[src/rtl/crc_frame_sequencer.sv]
// Frame sequencer for the byte-wide CRC-32 engine: payload pass-through,
// zero padding to a minimum length, FCS append and inter-frame gap.
module crc_frame_sequencer #(
    parameter int MIN_FRAME_BYTES = 60,
    parameter int GAP_CYCLES      = 12,
    parameter int CNT_W           = 16
) (
    input  logic        clk,
    input  logic        rst,
    input  logic [7:0]  in_data,
    input  logic        in_valid,
    input  logic        in_last,
    output logic        in_ready,
    output logic [7:0]  out_data,
    output logic        out_valid,
    output logic        out_last,
    input  logic        out_ready,
    output logic [7:0]  crc_data,
    output logic        crc_en,
    output logic        crc_clr,
    input  logic [31:0] crc_value,
    input  logic        crc_valid,
    output logic        busy,
    output logic        frame_done,
    output logic        crc_err
);

    typedef enum logic [2:0] {
        S_IDLE,
        S_PAYLOAD,
        S_PAD,
        S_WAIT_CRC,
        S_FCS,
        S_GAP
    } state_t;

    localparam logic [CNT_W:0] MIN_W   = (CNT_W+1)'(MIN_FRAME_BYTES);
    localparam logic [7:0]     GAP_END = 8'(GAP_CYCLES - 1);

    state_t         state, state_nx;
    logic [CNT_W-1:0] cnt;
    logic [1:0]     idx;
    logic [7:0]     gap_cnt;
    logic [31:0]    fcs_reg;

    logic [CNT_W:0] cnt_p1;
    logic           need_pad;
    logic           in_xfer;

    // Unsaturated count+1 so the pad decision is exact even at all-ones
    assign cnt_p1   = {1'b0, cnt} + (CNT_W+1)'(1);
    assign need_pad = cnt_p1 < MIN_W;
    assign in_xfer  = in_valid & out_ready & ~rst;
    assign busy     = state != S_IDLE;

    always_comb begin
        state_nx   = state;
        in_ready   = 1'b0;
        out_valid  = 1'b0;
        out_data   = 8'h00;
        out_last   = 1'b0;
        crc_data   = in_data;
        crc_en     = 1'b0;
        crc_clr    = 1'b0;
        frame_done = 1'b0;
        unique case (state)
            S_IDLE, S_PAYLOAD: begin
                in_ready  = out_ready & ~rst;
                out_valid = in_valid & ~rst;
                out_data  = in_data;
                crc_en    = in_xfer;
                crc_clr   = (state == S_IDLE) & ~in_xfer;
                if (in_xfer) begin
                    if (!in_last)
                        state_nx = S_PAYLOAD;
                    else if (need_pad)
                        state_nx = S_PAD;
                    else
                        state_nx = S_WAIT_CRC;
                end
            end
            S_PAD: begin
                out_valid = 1'b1;
                crc_data  = 8'h00;
                crc_en    = out_ready;
                if (out_ready && cnt_p1 >= MIN_W)
                    state_nx = S_WAIT_CRC;
            end
            S_WAIT_CRC: begin
                state_nx = S_FCS;
            end
            S_FCS: begin
                out_valid = 1'b1;
                out_data  = fcs_reg[{idx, 3'b000} +: 8];
                out_last  = idx == 2'd3;
                if (out_ready && idx == 2'd3) begin
                    frame_done = 1'b1;
                    state_nx   = S_GAP;
                end
            end
            S_GAP: begin
                crc_clr = 1'b1;
                if (gap_cnt == GAP_END)
                    state_nx = S_IDLE;
            end
            default: state_nx = S_IDLE;
        endcase
    end

    always_ff @(posedge clk or posedge rst) begin
        if (rst) begin
            state   <= S_IDLE;
            cnt     <= '0;
            idx     <= 2'd0;
            gap_cnt <= 8'd0;
            fcs_reg <= 32'd0;
            crc_err <= 1'b0;
        end else begin
            state <= state_nx;
            if (state == S_GAP)
                cnt <= '0;
            else if (crc_en && !(&cnt))
                cnt <= cnt + CNT_W'(1);
            if (state == S_WAIT_CRC)
                idx <= 2'd0;
            else if (state == S_FCS && out_ready)
                idx <= idx + 2'd1;
            if (state == S_GAP)
                gap_cnt <= gap_cnt + 8'd1;
            else
                gap_cnt <= 8'd0;
            if (state == S_WAIT_CRC) begin
                fcs_reg <= crc_value;
                if (!crc_valid)
                    crc_err <= 1'b1;
            end
        end
    end

endmodule

[config.mk]
export PLATFORM = sky130hd
export DESIGN_NAME = crc_frame_sequencer
export DESIGN_NICKNAME = d
export VERILOG_FILES = /design/src/rtl/crc_frame_sequencer.sv
export SDC_FILE = /design/constraint.sdc
export NUM_CORES = 1
export LEC_CHECK = 0
export CORE_AREA = 2 2 82 84
export CTS_CLUSTER_DIAMETER = 40
export DETAILED_ROUTE_END_ITERATION = 7
export DIE_AREA = 0 0 84 86
export DONT_BUFFER_PORTS = 1
export PLACE_DENSITY = 0.69
export SYNTH_ARGS = -nofsm -noshare
export SYNTH_HDL_FRONTEND = slang
export SYNTH_SLANG_ARGS = --single-unit
export TNS_END_PERCENT = 50
[constraint.sdc]
create_clock -name clk -period 2.6 [get_ports clk]
set_input_delay 0.26 -clock clk [delete_from_list [all_inputs] [get_ports clk]]
set_output_delay 0.26 -clock clk [all_outputs]
set_load 0.02 [all_outputs]
# --- Yosys cells after proc, flatten, opt, wreduce, memory -nomap -nowiden ---
# Cells that the tools add are included.
totals:
  output_inout_bits: 24
  latch_bits: 0
  ram_bits: 0
  romBits: 0
  n_memories: 0
  input_bits: 46
  register_bits: 62
  wordCells: 67
op_classes:
  bitwise: 8
  shifts: 1
  eq_ne: 11
  order_cmp: 2
  add_sub_neg: 4
  n_mul: 0
  n_reduce_logical: 14
  muxes: 21
  n_div: 0
op_table:
  columns: ["cell", "n"]
  rows:
  - ["two-way mux 16 bit", 2]
  - ["indexed part select 32 x 6 -> 8 bit", 1]
  - ["adder 16 x 1 -> 17 bit (second input constant)", 1]
  - [">= comparator 17 x 6 -> 1 bit (second input constant)", 1]
  - ["less-than comparator 17 x 6 -> 1 bit (second input constant)", 1]
  - ["adder 16 x 1 -> 16 bit (second input constant)", 1]
  - ["two-way mux 8 bit", 2]
  - ["one-hot mux 8 bit (2 select lines)", 1]
  - ["AND reduction 16 bit", 1]
  - ["one-hot mux 3 bit (5 select lines)", 1]
  - ["two-way mux 3 bit", 4]
  - ["adder 8 x 1 -> 8 bit (second input constant)", 1]
  - ["equality test 8 x 4 -> 1 bit (second input constant)", 1]
  - ["!= test 2 bit (second input constant)", 4]
  - ["equality test 3 x 2 -> 1 bit (second input constant)", 2]
  - ["equality test 3 bit (second input constant)", 2]
  - ["two-way mux 2 bit", 3]
  - ["one-hot mux 1 bit (2 select lines)", 3]
  - ["bitwise AND 1 bit", 5]
  - ["two-way mux 1 bit", 5]
  - ["logical AND 1 bit", 4]
  - ["AND reduction 4 bit", 1]
  - ["nonzero test 2 bit", 2]
  - ["OR reduction 2 bit", 2]
  - ["other kinds (8)", 10]

# --- Logic depth before layout (Yosys ltp) ---
# Gate-level depths: netlist of run 1.
depth:
  word_depth: 6
  depth_mapped: 8
  mapped_depth_nobuf: 7

# --- Least setup slack after synthesis of run 1 ---
# OpenSTA, ideal clock, no wires.
synth_path:
  path_type: "input to output"
  from: "in rst"
  to: "out in_ready"
  t_required_ns: 2.340
  path_slack_ns: 0.324
  stages: 2
  n_path_buf: 0
  arrival_time_ns: 2.016
  path_cell_list: "inv_1 and3_1"
synth_between:
  elab_chain_len: 3
synth_rtl:
  columns: ["item", "line_no", "text"]
  rows:
  - ["from (decl)", "9", "input logic rst,"]
  - ["NOT 1 bit", "68", "in_ready = out_ready & ~rst;"]
  - ["bitwise AND 1 bit", "68", null]
  - ["two-way mux 1 bit", "66", "unique case (state)"]
  - ["to (decl)", "13", "output logic in_ready,"]
# Every way passes these cells.

# --- Final worst setup path of run 1 ---
layout_path:
  from: "reg cnt[0]"
  to: "reg cnt[15]"
layout_between:
  elab_chain_len: 4
layout_rtl:
  columns: ["item", "line_no", "text"]
  rows:
  - ["from (decl)", "41", "logic [CNT_W-1:0] cnt;"]
  - ["from (signal assigned)", "123", "cnt <= cnt + CNT_W'(1);"]
  - ["branches (longest 4 deep; another with adder 16 x 1 -> 16 bit)", null, null]
# Parallel ways; which one is timed is not known. The select of a mux whose other input is x is not followed.
# A chain may end at the register's enable or synchronous reset.

==> results of run 1 <==
[power by group]
| part | switching, mW | internal, mW |
|---|---|---|
| Combinational | 0.691 | 0.689 |
| Clock | 0.374 | 0.464 |
| Sequential | 0.293 | 1.29 |
| Total | 1.36 | 2.44 |
[layout make-up]
class	count	area (µm²)
Multi-Input combinational cell	235	1740
Timing Repair Buffer	10	77.6
Inverter	3	11.3
Clock buffer	10	138
Fill cell	536	2600
Clock inverter	5	60.1
Tap cell	77	96.3
Sequential cell	62	1550
[worst register-to-register path, stage by stage (launching register included)]
cell and delay (ns):
dfrtp_1 0.41, ha_1 0.26, nand3_2 0.18, nor3b_4 0.32, a311o_4 0.45, buf_4 0.22
a31oi_1 0.06, o21ai_1 0.15, o31ai_1 0.09
[cell families after synthesis]
| group | after synthesis | share of synthesized area, % |
|---|---|---|
| flip-flops | 62 | 45.5 |
| multiplexers | 41 | 16.1 |
| XOR/XNOR | 11 | 2.83 |
| buffers and inverters | 22 | 3.38 |
| AND/OR/NAND/NOR | 119 | 19.8 |
| AO/OA/AOI/OAI | 61 | 11.2 |
| adder cells (fa/ha/maj) | 3 | 1.10 |
[cell usage in the layout (no fill, tap or decap), drive strengths merged, types with 2 or more instances in the layout]
cell    count
inv         3
o211ai      2
a21oi      20
nand3       9
nand2      15
and4        3
nor4        2
mux2       32
or3         3
nor3        3
mux4        8
a31oi       2
o22a        2
and2        2
nand3b      3
buf         9
nor2b      21
xor2        4
nor3b       4
nand4       4
nor2       29
dfrtp      62
clkinv      3
nand2b      6
clkbuf     10
o21bai      2
o21ai      19
and3       10
xnor2       7
o31ai       7
ha          3
o41ai       2
[metal layers]
metal / vias up / GRT usage [%] / wire length (µm)
li1: 1158 / - / -
met1: 1169 / 26.3 / 3090
met2: 63 / 32.3 / 3290
met5: - / 0 / 0
met3: 8 / 5.20 / 408
met4: 0 / 9.68 / 124
[worst max-delay path by stage]
stage | start | slack [ns] | end
floorplan | rst | 0.32 | in_ready
global placement | cnt[0]$_DFFE_PP0P_ | 0.46 | cnt[15]$_DFFE_PP0P_
global route | state[2]$_DFFE_PP0P_ | 0.18 | out_data[7]
CTS | idx[0]$_DFFE_PP0P_ | 0.33 | out_data[7]
detailed placement | cnt[0]$_DFFE_PP0P_ | 0.36 | cnt[15]$_DFFE_PP0P_
finish | cnt[0]$_DFFE_PP0P_ | 0.35 | cnt[15]$_DFFE_PP0P_
==> reports/qor.csv, run 1 <==
metric,value,unit
status,"finished, final reports clean",
min_path_type,input port to flop,
critical-path-top-delay-family,compound AO/OA/AOI/OAI gates,
vias,2398,
wire_per_inst,17.2,µm
die_x,84,µm
fin_tns_setup,0,ns
ff2ff_setup_slack,0.35,ns
tightest_slew,0.739,ns
drc,0,
cellPowerDensity,1030,nW/µm²
finalClockSkew,0.00846,ns
syn_nets,368,
placed_area,3470,µm²
worst_slack,0.346,ns
cp-end-kind,flop,
grtUsageTotal,20.3,%
slowest_stage,a311o_4,
io_pins,70,
fp.dieH,86,µm
yosysWarningCount,0,
clk_pin_slew_worst_paths,0.07,ns
row_count,29,
setup-violations-final,0,
hold_buffers,1,
cts_tree,yes,
diodes,0,
syn_inst,319,
syn_area_per_cell,10.7,µm²
cts_buffers,9,
final_cell_area,3680,µm²
rsz0062_at_grt,no,
die_area,7220,µm²
synth_common_cells,"62 x dfrtp_1, 32 x mux2_2, 28 x nor2_1, 21 x nor2b_1, 20 x a21oi_1",
min_path_cells,1,
hold_slack,0.0149,ns
cap_violations,0,
hold-path-endpoint,crc_err$_DFFE_PP0P_,
post_cts_buffers,0,
h-tree-depth,3,
cp.required,2.81,ns
cp.depth,8,
cts_resized,0,
syn_area,3410,µm²
fin_cells,402,
synthFlopType,dfrtp_1,
min_from,crc_valid,
drt_pass1_iterations,4,
fin_util,58.6,%
crit_path_max_fanout,24,
final_layout_size_suffix_gt1_share,22.8,%
async_flop_share,100,%
ys_ff_latch,62,
fmax,444,MHz
reg2reg_from,cnt[0]$_DFFE_PP0P_,
grt_max_degree,40,
r2r_end,cnt[15]$_DFFE_PP0P_,
seq_area_frac_synth,45.5,%
largest_reg_flops,32,
gp_congestion,0.831,
grt_pass1_wl,11400,µm
synth_area_leaders,"dfrtp_1 46%, mux2_2 11%, mux4_2 5.3%",
path_cells,ha_1 -> nand3_2 -> nor3b_4 -> a311o_4 -> buf_4 -> a31oi_1 -> o21ai_1 -> o31ai_1,
fin_crit_sh,86.7,%
gr-total-overflow,0,
io_buffers,0,
wl,6910,µm
nets,370,
start_util,54.3,%
cellLeakagePower,1.57,nW
critical_path_class,flop to flop,
antenna_found_initial,0,
cts.path.max_buffers,2,
dp_worst_setup_slack,0.356,ns
initialDrtViolationCount,55,
layout_min_cycle_time,2.25,ns
rr_worst_depth,8,
cts-root-buf,clkbuf_8,
areaGrowthSynthToFinish,7.85,%
core-area,6280,µm²
hpwl,4860,µm
drv_slew,0,
insertion_delay,0.34,ns
slowest_delay,0.45,ns
grt_pass1_vias,2383,
ant_nets,0,
critPathLaunchType,flop,
synthMostInstantiatedCell,dfrtp_1,
ys_types,51,
crit_buf_inv,1,
synth.top_cell.area_share,45.5,%
vdd_ir_drop_max,0.598,mV
synth-edff-count,0,
dp.cells,386,
total_power,3.80,mW
via_per_inst,5.97,
yosys.area.top_type,dfrtp_1,
maxSlewHeadroom,50.7,%
cts_num_sinks,62,
worstPathArrival,2.47,ns
hold_viol,0,
Power figures use the tool's default switching activity.
==> inputs of run 2 (changes only) <==
- ABC_AREA: default -> 1
- CORE_AREA: 2 2 82 84 -> 2 2 83 85
- DIE_AREA: 0 0 84 86 -> 0 0 85 87
- clock period: 2.6 -> 2.5 ns (I/O delays scaled with it)
==> run 2 against run 1 <==
  * Synthesized cell count rose by 50%
  * First-iteration DRC count rose to 2.7 times the previous value
  * Count of clock-buffer cells in the layout did not move
  * Routed wire length is 15% higher
  * Critical endpoint is now out_data[4]
==> reports/qor.csv, run 2 <==
metric,value,unit,change
syn_nets,528,,was 368
hold_viol,0,,unchanged
nFillCells,623,,was 536
drt_pass1_iterations,4,,unchanged
grt_pass1_vias,2778,,was 2383
die_area,7400,µm²,was 7220 µm²
slowest_delay,0.38,ns,was 0.45 ns
nets,532,,was 370
cellPowerDensity,1220,nW/µm²,was 1030 nW/µm²
row_count,30,,was 29
cellLeakagePower,1.81,nW,was 1.57 nW
cts.path.max_buffers,2,,unchanged
critical_path_class,flop to primary output,,was flop to flop
rsz0062_at_grt,no,,unchanged
status,"finished, final reports clean",,unchanged
gr-total-overflow,0,,unchanged
grt_pass1_wl,13200,µm,was 11400 µm
synthMostInstantiatedCell,nand2_1,,was dfrtp_1
fin_tns_setup,0,ns,unchanged
layout_commonest_cell,nand2_1,,was dfrtp_1
final_cell_mix,"171 x nand2_1, 62 x dfrtp_1, 51 x inv_1, 40 x nand3_1, 36 x nor2_1",,"was 62 x dfrtp_1, 32 x mux2_2, 28 x nor2_1, 21 x nor2b_1, 20 x a21oi_1"
h-tree-depth,3,,unchanged
fp.dieH,87,µm,was 86 µm
vdd_ir_drop_max,0.635,mV,was 0.598 mV
crit_buf_inv,1,,unchanged
maxSlewHeadroom,40.6,%,was 50.7%
final_cell_area,3830,µm²,was 3680 µm²
synth.top_cell.area_share,44.2,%,was 45.5%
hold_slack,0.0294,ns,was 0.0149 ns
cts_tree,yes,,unchanged
post_cts_buffers,0,,unchanged
drc,0,,unchanged
syn_area,3510,µm²,was 3410 µm²
antenna_found_initial,0,,unchanged
vias,3052,,was 2398
cts_num_sinks,62,,unchanged
initialDrtViolationCount,147,,was 55
drv_slew,0,,unchanged
synth_top_family_by_area,simple AND/OR/NAND/NOR gates,,unchanged
cts-root-buf,clkbuf_8,,unchanged
fin_crit_sh,82.3,%,
cap_violations,0,,unchanged
ys_types,33,,was 51
synthAdderAreaFrac,1.07,%,was 1.10%
crit_path_max_fanout,17,,was 24
placed_area,3600,µm²,was 3470 µm²
async_flop_share,100,%,unchanged
hpwl,5730,µm,was 4860 µm
cp.required,2.25,ns,was 2.81 ns
seq_area_frac_synth,44.2,%,was 45.5%
io_pins,70,,unchanged
cp_common_cell,o21ai_0,,
synth_common_cells,"171 x nand2_1, 62 x dfrtp_1, 52 x inv_1, 40 x nand3_1, 36 x nor2_1",,"was 62 x dfrtp_1, 32 x mux2_2, 28 x nor2_1, 21 x nor2b_1, 20 x a21oi_1"
die_x,85,µm,was 84 µm
worst_slack,0.443,ns,was 0.346 ns
largest_reg_flops,32,,unchanged
syn_inst,479,,was 319
yosys.area.top_type,dfrtp_1,,unchanged
io_buffers,0,,unchanged
yosysWarningCount,0,,unchanged
synth.mux.area_fraction,0,%,was 16.1%
fin_cells,568,,was 402
synth-edff-count,0,,unchanged
worstPathArrival,1.81,ns,was 2.47 ns
areaGrowthSynthToFinish,9.01,%,was 7.85%
diodes,0,,unchanged
critPathLaunchType,flop,,unchanged
gp_congestion,0.906,,was 0.831
synth_area_leaders,"dfrtp_1 44%, nand2_1 18%, nand3_1 5.7%",,"was dfrtp_1 46%, mux2_2 11%, mux4_2 5.3%"
critical-path-top-delay-family,compound AO/OA/AOI/OAI gates,,unchanged
finalClockSkew,0.00629,ns,was 0.00846 ns
path_cells,clkinv_1 -> a21oi_1 -> o21ai_0 -> nand3_1 -> o21ai_0,,was ha_1 -> nand3_2 -> nor3b_4 -> a311o_4 -> buf_4 -> a31oi_1 -> o21ai_1 -> o31ai_1
grt_max_degree,63,,was 40
synth_compound_area_share,12.1,%,was 11.2%
multi_input_area,1680,µm²,was 1740 µm²
insertion_delay,0.33,ns,was 0.34 ns
fmax,486,MHz,
cts_buffers,9,,unchanged
ant_nets,0,,unchanged
synth_xor_area_share,0.249,%,was 2.83%
cp-end-kind,primary output,,was flop
start_util,53.5,%,was 54.3%
ys_ff_latch,62,,unchanged
synthSimpleGateAreaFrac,34.1,%,was 19.8%
dp_worst_setup_slack,0.532,ns,was 0.356 ns
wire_per_inst,14.0,µm,was 17.2 µm
wl,7940,µm,was 6910 µm
syn_area_per_cell,7.33,µm²,was 10.7 µm²
slowest_stage,clkinv_1,,was a311o_4
dp.cells,551,,was 386
register_area,1550,µm²,unchanged
setup-violations-final,0,,unchanged
synthFlopType,dfrtp_1,,unchanged
via_per_inst,5.37,,was 5.97
layout_min_cycle_time,2.06,ns,
min_path_type,input port to flop,,unchanged
final_layout_size_suffix_gt1_share,10.2,%,was 22.8%
tightest_slew,0.890,ns,was 0.739 ns
clk_pin_slew_worst_paths,0.07,ns,about the same
core-area,6570,µm²,was 6280 µm²
grtUsageTotal,22.7,%,was 20.3%
[run 2: cell count changes after synthesis, sizes merged, moves of 6 or more]
| cell | before | now |
|---|---|---|
| nor2b | 21 | 0 |
| inv | 3 | 56 |
| and3 | 10 | 0 |
| nand2 | 15 | 174 |
| mux2 | 32 | 0 |
| mux4 | 8 | 0 |
| buf | 11 | 2 |
| xnor2 | 7 | 0 |
| nor2 | 29 | 43 |
| o31ai | 7 | 0 |
| o21ai | 19 | 41 |
| nand3 | 9 | 41 |
| nand2b | 6 | 0 |
[run 2: timing repair]
item,CTS,global route
hold buffers,1,0
endpoints found under the hold margin,1,0
gates resized for setup,0,0
[run 2: stage by stage]
step           utilization (%)  power [mW]
2_1_floorplan                -        3.29
3_3_place_gp              54.9        3.70
3_5_place_dp              54.9        3.75
4_1_cts                   58.3        4.73
5_1_grt                   58.3        5.10
6_report                  58.3        4.69
[run 2: path summary, 6_finish.rpt]
path / from / endpoint / slack, ns / depth (start not counted)
max: idx[1]$_DFFE_PP0P_ / out_data[4] / 0.44 / 5
min: crc_value[2] / fcs_reg[2]$_DFFE_PP0P_ / 0.03 / 2
max reg2reg: state[2]$_DFFE_PP0P_ / cnt[5]$_DFFE_PP0P_ / 0.53 / 10
min reg2reg: fcs_reg[11]$_DFFE_PP0P_ / fcs_reg[11]$_DFFE_PP0P_ / 0.47 / 2
max in group asynchronous: rst / fcs_reg[14]$_DFFE_PP0P_ / 1.92 / 2
min in group asynchronous: rst / gap_cnt[4]$_DFF_PP0_ / 0.06 / 2
[run 2: power by group]
group | switching, mW | leakage, nW | internal, mW
Combinational | 1.35 | 0.917 | 0.615
Sequential | 0.335 | 0.786 | 1.43
Clock | 0.399 | 0.106 | 0.560
Total | 2.08 | 1.81 | 2.61
[run 2: kinds of logic after synthesis]
group           count (synthesis)
simple gates                  272
buf+inv                        73
compound gates                 68
flops                          62
fa+ha+maj                       3
xor+xnor                        1
[run 2: cell type report]
class                           instances  share of cell area (%)
Clock buffer                           10                    3.33
Clock inverter                          6                    2.25
Inverter                               59                    6.08
Multi-Input combinational cell        344                    43.8
Sequential cell                        62                    40.5
Tap cell                               80                    2.61
Timing Repair Buffer                    7                    1.44
[run 2: routing by layer]
| layer | GRT usage (%) | vias up | wire length [µm] |
|---|---|---|---|
| met5 | 0 | - | 0 |
| li1 | - | 1533 | - |
| met4 | 8.37 | 0 | 105 |
| met2 | 35.9 | 97 | 3910 |
| met1 | 31.2 | 1411 | 3420 |
| met3 | 4.17 | 11 | 509 |
